### config.mk
export PLATFORM = sky130hd
export DESIGN_NAME = echo_scheduler
export DESIGN_NICKNAME = d
export VERILOG_FILES = /design/src/rtl/echo_scheduler.sv
export SDC_FILE = /design/constraint.sdc
export NUM_CORES = 1
export LEC_CHECK = 0
export ABC_CLOCK_PERIOD_IN_PS = 3500
export CAP_MARGIN = 20
export CELL_PAD_IN_SITES_DETAIL_PLACEMENT = 0
export CELL_PAD_IN_SITES_GLOBAL_PLACEMENT = 1
export CORE_MARGIN = 5
export CORE_UTILIZATION = 47
export DETAILED_ROUTE_END_ITERATION = 12
export GPL_TIMING_DRIVEN = 0
export PLACE_DENSITY = 0.91
export SYNTH_ARGS = -nofsm -noshare
export SYNTH_HDL_FRONTEND = slang
export SYNTH_SLANG_ARGS = --single-unit
### constraint.sdc
create_clock -name gclk -period 3.5 [get_ports gclk]
set_input_delay 0.35 -clock gclk [delete_from_list [all_inputs] [get_ports gclk]]
set_output_delay 0.35 -clock gclk [all_outputs]
set_load 0.005 [all_outputs]
### src/rtl/echo_scheduler.sv
// echo_scheduler: TUSS burst -> blank -> listen -> gap sequencer with an echo
// streak counter driving the active-low ct LED and a latched burst-timeout fault.
module echo_scheduler #(
    parameter int unsigned BLANK_CYCLES  = 500,
    parameter int unsigned LISTEN_CYCLES = 50000,
    parameter int unsigned GAP_CYCLES    = 100,
    parameter int unsigned BURST_TIMEOUT = 20000,
    parameter int unsigned HITS_NEEDED   = 5,
    parameter int unsigned MAX_FAULTS    = 3,
    parameter int unsigned CNT_W         = 17
) (
    input  logic       gclk,
    input  logic       rst,
    input  logic       enable,
    input  logic       tuss_ready,
    input  logic       burst_finish,
    input  logic       out_3,
    output logic       burst_en,
    output logic       burst_rstn,
    output logic       listen_en,
    output logic       echo_hit,
    output logic [3:0] hit_cnt,
    output logic       ct,
    output logic       fault,
    output logic [2:0] state
);
    localparam int unsigned HIT_W = 4;
    localparam int unsigned FLT_W = $clog2(MAX_FAULTS + 1);

    typedef enum logic [2:0] {
        S_IDLE     = 3'd0,
        S_WAIT_RDY = 3'd1,
        S_BURST    = 3'd2,
        S_BLANK    = 3'd3,
        S_LISTEN   = 3'd4,
        S_GAP      = 3'd5,
        S_FAULT    = 3'd6
    } state_t;

    state_t           r_state, w_state_nxt;
    logic [CNT_W-1:0] r_timer, w_timer_nxt;
    logic [FLT_W-1:0] r_fault_cnt, w_fault_cnt_nxt, w_fault_inc;
    logic [HIT_W-1:0] r_streak, w_streak_nxt, w_streak_inc;
    logic             r_win_hit, w_win_hit_nxt;
    logic             w_echo_hit_nxt, w_burst_rstn_nxt;
    logic             r_sync1, r_sync2, r_prev;
    logic             w_edge;

    // Rising edge of the synchronized comparator; r_prev tracks every cycle.
    assign w_edge       = r_sync2 & ~r_prev;
    assign w_fault_inc  = r_fault_cnt + FLT_W'(1);
    assign w_streak_inc = (r_streak < HIT_W'(HITS_NEEDED)) ? r_streak + HIT_W'(1) : r_streak;
    assign hit_cnt      = r_streak;
    assign state        = r_state;

    always_ff @(posedge gclk or posedge rst) begin
        if (rst) begin
            r_state     <= S_IDLE;
            r_timer     <= '0;
            r_fault_cnt <= '0;
            r_streak    <= '0;
            r_win_hit   <= 1'b0;
            r_sync1     <= 1'b0;
            r_sync2     <= 1'b0;
            r_prev      <= 1'b0;
            burst_en    <= 1'b0;
            burst_rstn  <= 1'b1;
            listen_en   <= 1'b0;
            echo_hit    <= 1'b0;
            ct          <= 1'b1;
            fault       <= 1'b0;
        end else begin
            r_state     <= w_state_nxt;
            r_timer     <= w_timer_nxt;
            r_fault_cnt <= w_fault_cnt_nxt;
            r_streak    <= w_streak_nxt;
            r_win_hit   <= w_win_hit_nxt;
            r_sync1     <= out_3;
            r_sync2     <= r_sync1;
            r_prev      <= r_sync2;
            burst_en    <= (w_state_nxt == S_BURST);
            burst_rstn  <= w_burst_rstn_nxt;
            listen_en   <= (w_state_nxt == S_LISTEN);
            echo_hit    <= w_echo_hit_nxt;
            ct          <= (w_streak_nxt != HIT_W'(HITS_NEEDED));
            fault       <= (w_state_nxt == S_FAULT);
        end
    end

    // Next-state, timer, streak and fault-counter logic; enable low overrides all.
    always_comb begin
        w_state_nxt      = r_state;
        w_timer_nxt      = r_timer + CNT_W'(1);
        w_fault_cnt_nxt  = r_fault_cnt;
        w_streak_nxt     = r_streak;
        w_win_hit_nxt    = r_win_hit;
        w_echo_hit_nxt   = 1'b0;
        w_burst_rstn_nxt = 1'b1;
        if (!enable) begin
            w_state_nxt     = S_IDLE;
            w_timer_nxt     = '0;
            w_fault_cnt_nxt = '0;
            w_streak_nxt    = '0;
            w_win_hit_nxt   = 1'b0;
        end else begin
            case (r_state)
                S_IDLE: begin
                    w_timer_nxt = '0;
                    w_state_nxt = S_WAIT_RDY;
                end
                S_WAIT_RDY: begin
                    w_timer_nxt = '0;
                    if (tuss_ready) w_state_nxt = S_BURST;
                end
                S_BURST: begin
                    if (burst_finish) begin
                        w_state_nxt      = S_BLANK;
                        w_timer_nxt      = '0;
                        w_burst_rstn_nxt = 1'b0;
                        w_fault_cnt_nxt  = '0;
                    end else if (r_timer == CNT_W'(BURST_TIMEOUT - 1)) begin
                        w_timer_nxt     = '0;
                        w_fault_cnt_nxt = w_fault_inc;
                        w_state_nxt     = (w_fault_inc == FLT_W'(MAX_FAULTS)) ? S_FAULT : S_GAP;
                    end
                end
                S_BLANK: begin
                    if (r_timer == CNT_W'(BLANK_CYCLES - 1)) begin
                        w_state_nxt   = S_LISTEN;
                        w_timer_nxt   = '0;
                        w_win_hit_nxt = 1'b0;
                    end
                end
                S_LISTEN: begin
                    if (w_edge && !r_win_hit) begin
                        w_echo_hit_nxt = 1'b1;
                        w_win_hit_nxt  = 1'b1;
                    end
                    // An edge landing in the final cycle still scores this window.
                    if (r_timer == CNT_W'(LISTEN_CYCLES - 1)) begin
                        w_state_nxt   = S_GAP;
                        w_timer_nxt   = '0;
                        w_win_hit_nxt = 1'b0;
                        w_streak_nxt  = (r_win_hit || w_edge) ? w_streak_inc : '0;
                    end
                end
                S_GAP: begin
                    if (r_timer == CNT_W'(GAP_CYCLES - 1)) begin
                        w_state_nxt = S_WAIT_RDY;
                        w_timer_nxt = '0;
                    end
                end
                S_FAULT: begin
                    w_timer_nxt = '0;
                end
                default: begin
                    w_state_nxt = S_IDLE;
                    w_timer_nxt = '0;
                end
            endcase
        end
    end
endmodule

==> reports/results.md, run 1 <==
| Parameter | Reported |
|:---|:---|
| Outcome | completed |
| Number of global-route vias before repair | 1441 |
| Endpoints failing hold | 0 |
| Avg Cell Area, Syn | 9.75 um2 |
| Kind of cell adding the most delay to the critical path | simple AND/OR/NAND/NOR gates |
| TritonCTS clock tree | built |
| Critical path buffer and inverter count | 2 |
| End of the worst register-to-register path | r_timer[12]$_DFF_PP0_ |
| Type of the worst setup path | flip-flop to flip-flop |
| Power, Total | 794 uW |
| Relative contribution of combinational cells to total power | 8.1% |
| H-tree lvl count | 2 |
| Clock transition at path regs | 0.07 ns |
| Smallest hold slack | 0.353 ns |
| Max-cap check violation count | 0 |
| Clock Sink Count | 36 |
| Worst supply voltage drop on vdd | 0.000262 V |
| Sequential area share after synthesis | 45.0% |
| Critical hold path startpoint | r_sync1$_DFF_PP0_ |
| Fraction of synthesized cell area taken by the top area cell type | 42.3% |
| First-pass GRT wire length | 6870 um |
| Maximum number of pins on one net before global-route repair | 24 |
| Power density over cell area | 334 nW/um2 |
| Starting Density | 49.2% |
| Count of buffers from port buffering | 18 |
| Die area | 5680 um2 |
| Count of nets after finishing | 242 |
| Crit path DAT | 2.68 ns |
| Req. time, crit path | 3.68 ns |
| Share of final-layout standard cells stronger than drive strength 1 | 11.6% |
| Clock period minus worst slack | 2.50 ns |
| Source-to-sink clock delay at the later pin of the worst-skew pair | 0.29 ns |
| Maximum net fanout on the critical path | 10 |
| Cell leakage power | 0.934 nW |
| Detailed Place HPWL | 2860 um |
| Tightest Hold Check Type | flip-flop to flip-flop |
| Floorplan core area | 4090 um2 |
| Worst-path cell with the longest stage delay | or4_1 |
| CP max stage delay | 0.55 ns |
| Net Switching | 186 uW |
| Share of async-settable or async-resettable flops after synthesis | 100% |
| Clk Tree Root Cell | clkbuf_8 |
| Mean routed wirelength per cell | 13.9 um |
| Depth of the worst register-to-register path | 8 |
| WP depth | 8 |
| Number of nets in the synthesized netlist | 216 |
| Crit path launch type | flip-flop |
| Post-Synthesis Cell Area | 2010 um2 |
| Initial antenna violation count | 0 |
| GRT Util Overall | 15.9% |
| Number of standard-cell rows in the floorplan | 23 |
| Worst slew slack as a fraction of its limit | 59.6% |
| # IOs | 19 |
| Most common library cells after synthesis | dfrtp_1 (34), nor2_1 (33), nand2_1 (12), nand3_1 (12), xnor2_1 (11) |
| Per-cell via count in the routed design | 5.44 |
| Timing-limited maximum frequency | 400 MHz |
| Worst-case clock buffer depth | 2 |
| Residual overflow from global routing | 0 |
| Internal power of the cells | 608 uW |
| Main flop type after synthesis | dfrtp_1 |
| Pre-Repair DR Iteration Count | 4 |
| Post-Syn Instances | 206 |
| Filler cells | 375 |
| Number of pins exceeding their max-slew limit in the final report | 0 |
| Die H | 75.4 um |
| Summed negative setup slack over all endpoints | 0 ns |
| Starting DRC count in detailed routing | 73 |
| Period Utilization, post-route | 71.4% |
| Number of nets still failing antenna checks after routing | 0 |
| Synth-to-layout area growth | 18.1% |
| Final setup violation count | 0 |
| Distinct cell type count after synthesis | 51 |
| Most used standard cell by instance count after synthesis | dfrtp_1 |
| Reg2reg start | r_timer[0]$_DFF_PP0_ |
| Critical Path Sink Type | flip-flop |
| Diode insertion count for antenna repair | 0 |
| Via Count | 1539 |
| Overall die width | 75.4 um |
| Flop and latch count out of synthesis | 36 |
| Unrepaired setup endpoints after global routing | no |
| Worst setup path startpoint | r_timer[0]$_DFF_PP0_ |
| Post-cts repair resize count | 0 |
| Number of synthesized flops with an enable pin | 0 |
| Routability Congestion | 0.773 |
| Postcts setup bufs | 0 |
| Largest area contributor in the netlist | dfrtp_1 |
| Reg-to-reg slack, setup | 1.0 ns |
| Ranking of synthesized cells by area | dfrtp_1 (42%), nor2_1 (6.2%), xnor2_1 (4.8%), nand3_1 (3.0%), dfstp_2 (2.6%) |
| Relative contribution of sequential cells to total power | 53.4% |
| Critical path capture point | r_timer[12]$_DFF_PP0_ |
| Cts bufs inserted | 5 |
| Total of warnings raised by yosys | 0 |
| Switching power as a share of total power | 23.4% |
| Actual slew at the worst max-slew pin | 0.601 ns |
| Cells along the critical path | ha_1 > or4b_4 > or4_1 > nand4_1 > a41o_1 > buf_4 > buf_6 > nor2_1 |
| Number of hold buffers added after cts | 0 |
| DRC violation count after routing | 0 |
| Total wire length | 3950 um |
| Clock network fraction of total power | 38.5% |
| Final clock skew | 0.00471 ns |
==> sequential cells by signal, summed over array words and instances, names as in the netlist, 2 cells and up <==
register / cells
r_timer: 17
hit_cnt: 4
state: 3
r_fault_cnt: 2
==> stage by stage <==
| stage | area, um2 | cells | worst slack, ns | util, % |
|---|---|---|---|---|
| 6_report | 2370 | 283 | 1.00 | 58.1 |
| 5_1_grt | 2370 | 283 | 0.804 | 58.1 |
| 4_1_cts | 2370 | 283 | 0.987 | 58.1 |
| 3_5_place_dp | 2280 | 275 | 1.00 | 55.8 |
| 3_3_place_gp | 2250 | 274 | 1.01 | 55.1 |
| 2_1_floorplan | 2010 | 206 | 1.19 | - |
==> worst min-delay path by stage <==
stage                             end  cells past startpoint
floorplan           r_sync2$_DFF_PP0_                      0
global placement    r_sync2$_DFF_PP0_                      0
detailed placement  r_sync2$_DFF_PP0_                      0
CTS                 r_sync2$_DFF_PP0_                      0
global route        r_sync2$_DFF_PP0_                      0
finish              r_sync2$_DFF_PP0_                      0
==> logic make-up (layout without fill, tap and decap cells) <==
family,count (synthesis),count (layout),share of synthesized area [%]
AND/OR/NAND/NOR,108,108,32.2
buffers and inverters,20,47,4.42
adder cells (fa/ha/maj),4,4,2.49
AO/OA/AOI/OAI,20,20,7.97
flip-flops,36,36,45.0
multiplexers,2,2,0.996
XOR/XNOR,16,16,6.97
==> layer usage <==
layer	up-vias	track usage, %	share of wire, %
li1	775	-	-
met1	732	22.3	50
met2	27	23.9	44
met3	5	3.96	4.4
met4	0	5.83	1.7
met5	-	0	0
==> area by class of cell <==
cell class                 instances  area, um2  share of cell area, %
clock buffer                       7       86.3                   3.64
buffer                            10       51.3                   2.16
inverter                          10       37.5                   1.58
multi-input combinational        150       1020                   42.9
tap                               50       62.6                   2.64
sequential                        36        903                   38.1
timing repair buffer              19        208                   8.75
clock inverter                     1       7.51                  0.316
==> power groups by stage <==
stage	registers [mW]	logic [mW]	clock network [mW]
after floorplan	0.432	0.0367	0
after global placement	0.431	0.0602	0
after detailed placement	0.432	0.0641	0
after CTS	0.424	0.0645	0.317
after global routing	0.425	0.0717	0.328
final	0.424	0.0641	0.306
==> layout by cell type, fill, tap and decap left out, drive strengths merged, types with 2 or more instances in the layout <==
cell type	n
mux2i	2
and3	2
o21ai	3
nor4b	2
dfstp	2
a31o	2
a21oi	3
nor4	5
nor2	33
nand2	12
or4bb	2
ha	4
and2	2
inv	10
nor2b	6
nand3	12
xor2	5
or4b	5
dfrtp	34
nor3	6
clkdlybuf4s50	18
nand2b	3
nand4	8
and4	3
or3b	2
clkbuf	13
or4	3
xnor2	11
buf	5
Power figures use the tool's default switching activity.
==> inputs of run 2 (changes only) <==
==> config.mk (replaced) <==
export PLATFORM = sky130hd
export DESIGN_NAME = echo_scheduler
export DESIGN_NICKNAME = d
export VERILOG_FILES = /design/src/rtl/echo_scheduler.sv
export SDC_FILE = /design/constraint.sdc
export NUM_CORES = 1
export LEC_CHECK = 0
export ABC_CLOCK_PERIOD_IN_PS = 2100
export CAP_MARGIN = 20
export CELL_PAD_IN_SITES_DETAIL_PLACEMENT = 0
export CELL_PAD_IN_SITES_GLOBAL_PLACEMENT = 1
export CORE_MARGIN = 5
export CORE_UTILIZATION = 40
export DETAILED_ROUTE_END_ITERATION = 12
export GPL_TIMING_DRIVEN = 0
export PLACE_DENSITY = 0.83
export SYNTH_ARGS = -nofsm -noshare
export SYNTH_HDL_FRONTEND = slang
export SYNTH_SLANG_ARGS = --single-unit
==> constraint.sdc (replaced) <==
create_clock -name gclk -period 2.1 [get_ports gclk]
set_input_delay 0.21 -clock gclk [delete_from_list [all_inputs] [get_ports gclk]]
set_output_delay 0.21 -clock gclk [all_outputs]
set_load 0.005 [all_outputs]
==> run 2 against run 1 <==
  * The run now ends with setup timing left
  * Sequential cell count is the same
  * Utilization rose by 0.11 points
  * Worst hold slack worse by 0.0026 ns
  * Setup slack got worse by 1.2 ns
  * Combinational power rose by 95%
  * Clock power is 53% higher
  * Via count rose by 9.6%
  * Sequential share of layout area is 5.4 points lower
  * Critical path depth down 3
  * First-iteration DRC count rose by 56%
  * Critical path type unchanged
  * Largest cell class unchanged
  * Largest power group unchanged
==> reports/results.md, run 2 (synthesis gave the netlist of run 1 again) <==
| Parameter | Reported |
|:---|:---|
| Number of standard-cell rows in the floorplan | 25 |
| Clk Tree Root Cell | clkbuf_8 |
| H-tree lvl count | 2 |
| Max FFs per register | 17 |
| Req. time, crit path | 2.31 ns |
| Fin area | 2790 um2 |
| Post-Place Cells | 292 |
| Actual slew at the worst max-slew pin | 0.744 ns |
| # IOs | 19 |
| Die area | 6540 um2 |
| Starting Density | 42.0% |
| Placed Area | 2350 um2 |
| Most frequent cells in the layout | dfrtp_1 (29), buf_4 (20), nor2_1 (18), clkdlybuf4s50_1 (18), nor2_2 (14) |
| First-pass GRT wire length | 7710 um |
| Worst supply voltage drop on vdd | 0.000289 V |
| Cell leakage power | 1.10 nW |
| Starting DRC count in detailed routing | 114 |
| Final setup violation count | 27 |
| Mean routed wirelength per cell | 14.1 um |
| Number of pins exceeding their max-slew limit in the final report | 0 |
| Count of buffers from port buffering | 18 |
| Tightest Hold Check Type | input pin to async pin |
| Clock Sink Count | 36 |
| Crit path launch type | flip-flop |
| Final clock skew | 0.00254 ns |
| TritonCTS clock tree | built |
| Initial antenna violation count | 0 |
| Outcome | complete, but fails checks |
| Maximum number of pins on one net before global-route repair | 21 |
| DRC violation count after routing | 0 |
| Type of the worst setup path | flip-flop to flip-flop |
| Timing-limited maximum frequency | 440 MHz |
| Share of final-layout standard cells stronger than drive strength 1 | 34.8% |
| Summed negative setup slack over all endpoints | -2.98 ns |
| Diode insertion count for antenna repair | 0 |
| GRT Util Overall | 15.0% |
| Floorplan core area | 4790 um2 |
| Number of global-route vias before repair | 1652 |
| Crit path DAT | 2.49 ns |
| Endpoints failing hold | 0 |
| Critical Path Sink Type | flip-flop |
| Overall die width | 80.9 um |
| Period Utilization, post-route | 108% |
| Worst-case clock buffer depth | 2 |
| Synth-to-layout area growth | 38.6% |
| Per-cell via count in the routed design | 5.27 |
| Power density over cell area | 468 nW/um2 |
| Die H | 80.9 um |
| Power, Total | 1.30 mW |
| Cts bufs inserted | 5 |
| Clock period minus worst slack | 2.27 ns |
| Clock transition at path regs | 0.07 ns |
| Max-cap check violation count | 0 |
| Number of hold buffers added after cts | 0 |
| Count of nets after finishing | 263 |
| Utilization after layout | 58.2% |
| Via Count | 1687 |
| Worst slew slack as a fraction of its limit | 50.4% |
| Pre-Repair DR Iteration Count | 4 |
| Finished Layout Cells | 320 |
| Source-to-sink clock delay at the later pin of the worst-skew pair | 0.28 ns |
| Residual overflow from global routing | 0 |
| Total wire length | 4520 um |
| Detailed Place HPWL | 3000 um |
| Commonest non-fill, non-tap cell in the layout | dfrtp_1 |
| Worst slack after detailed placement | -0.304 ns |
| Unrepaired setup endpoints after global routing | yes |
| Maximum net fanout on the critical path | 4 |
| Filler cells | 424 |
| Routability Congestion | 0.837 |
| Violated checks | setup timing |
| Final WS setup | -0.173 ns |
| Smallest hold slack | 0.351 ns |
| Largest reg by FF count | r_timer |
| Number of nets still failing antenna checks after routing | 0 |
run 2: critical path, cell delays in order, from the launching register on:
cell	delay [ns]
dfrtp_2	0.43
or4_4	0.53
or4_4	0.58
or2_4	0.27
a31o_4	0.24
nor3_2	0.16
run 2: worst paths after layout:
kind	start	endpoint	slack, ns	cells past startpoint
worst min-delay path	rst	r_timer[13]$_DFF_PP0_	0.35	2
min in group gclk	r_sync1$_DFF_PP0_	r_sync2$_DFF_PP0_	0.35	0
max in group asynchronous	rst	burst_rstn$_DFF_PP1_	1.13	3
worst min register to register	r_sync1$_DFF_PP0_	r_sync2$_DFF_PP0_	0.35	0
worst max register to register	r_timer[3]$_DFF_PP0_	fault$_DFF_PP0_	-0.17	5
worst max-delay path	r_timer[3]$_DFF_PP0_	fault$_DFF_PP0_	-0.17	5
run 2: where the power goes:
part | switching [mW] | internal, mW | total [mW]
clock network | 0.242 | 0.226 | 0.468
registers | 0.00881 | 0.702 | 0.711
logic | 0.0674 | 0.0576 | 0.125
total | 0.319 | 0.986 | 1.30
run 2: timing repair:
| item | CTS | global route |
|---|---|---|
| gates cloned | 0 | 1 |
| pin swaps | 5 | 20 |
| buffers inserted | 9 | 16 |
| endpoints found under the setup margin | 30 | 31 |
| resized for setup | 12 | 37 |
run 2: per-layer routing:
metal  routed length, um  part of all wire (%)  up-vias  track usage, %
met5                   0                     0        -               0
met4                  56                   1.2        0            4.39
met3                 224                   5.0        7            4.10
met2                2120                    47       37            24.3
met1                2120                    47      821            19.5
li1                    -                     -      822               -
run 2: layout make-up:
class | count | area (um2) | area share (%)
Tap cell | 67 | 83.8 | 3.01
Clock buffer | 6 | 72.6 | 2.61
Clock inverter | 1 | 5.00 | 0.180
Sequential cell | 36 | 910 | 32.7
Multi-Input combinational cell | 150 | 1200 | 43.0
Timing Repair Buffer | 44 | 428 | 15.4
Inverter | 10 | 37.5 | 1.35
Buffer | 6 | 50.0 | 1.80
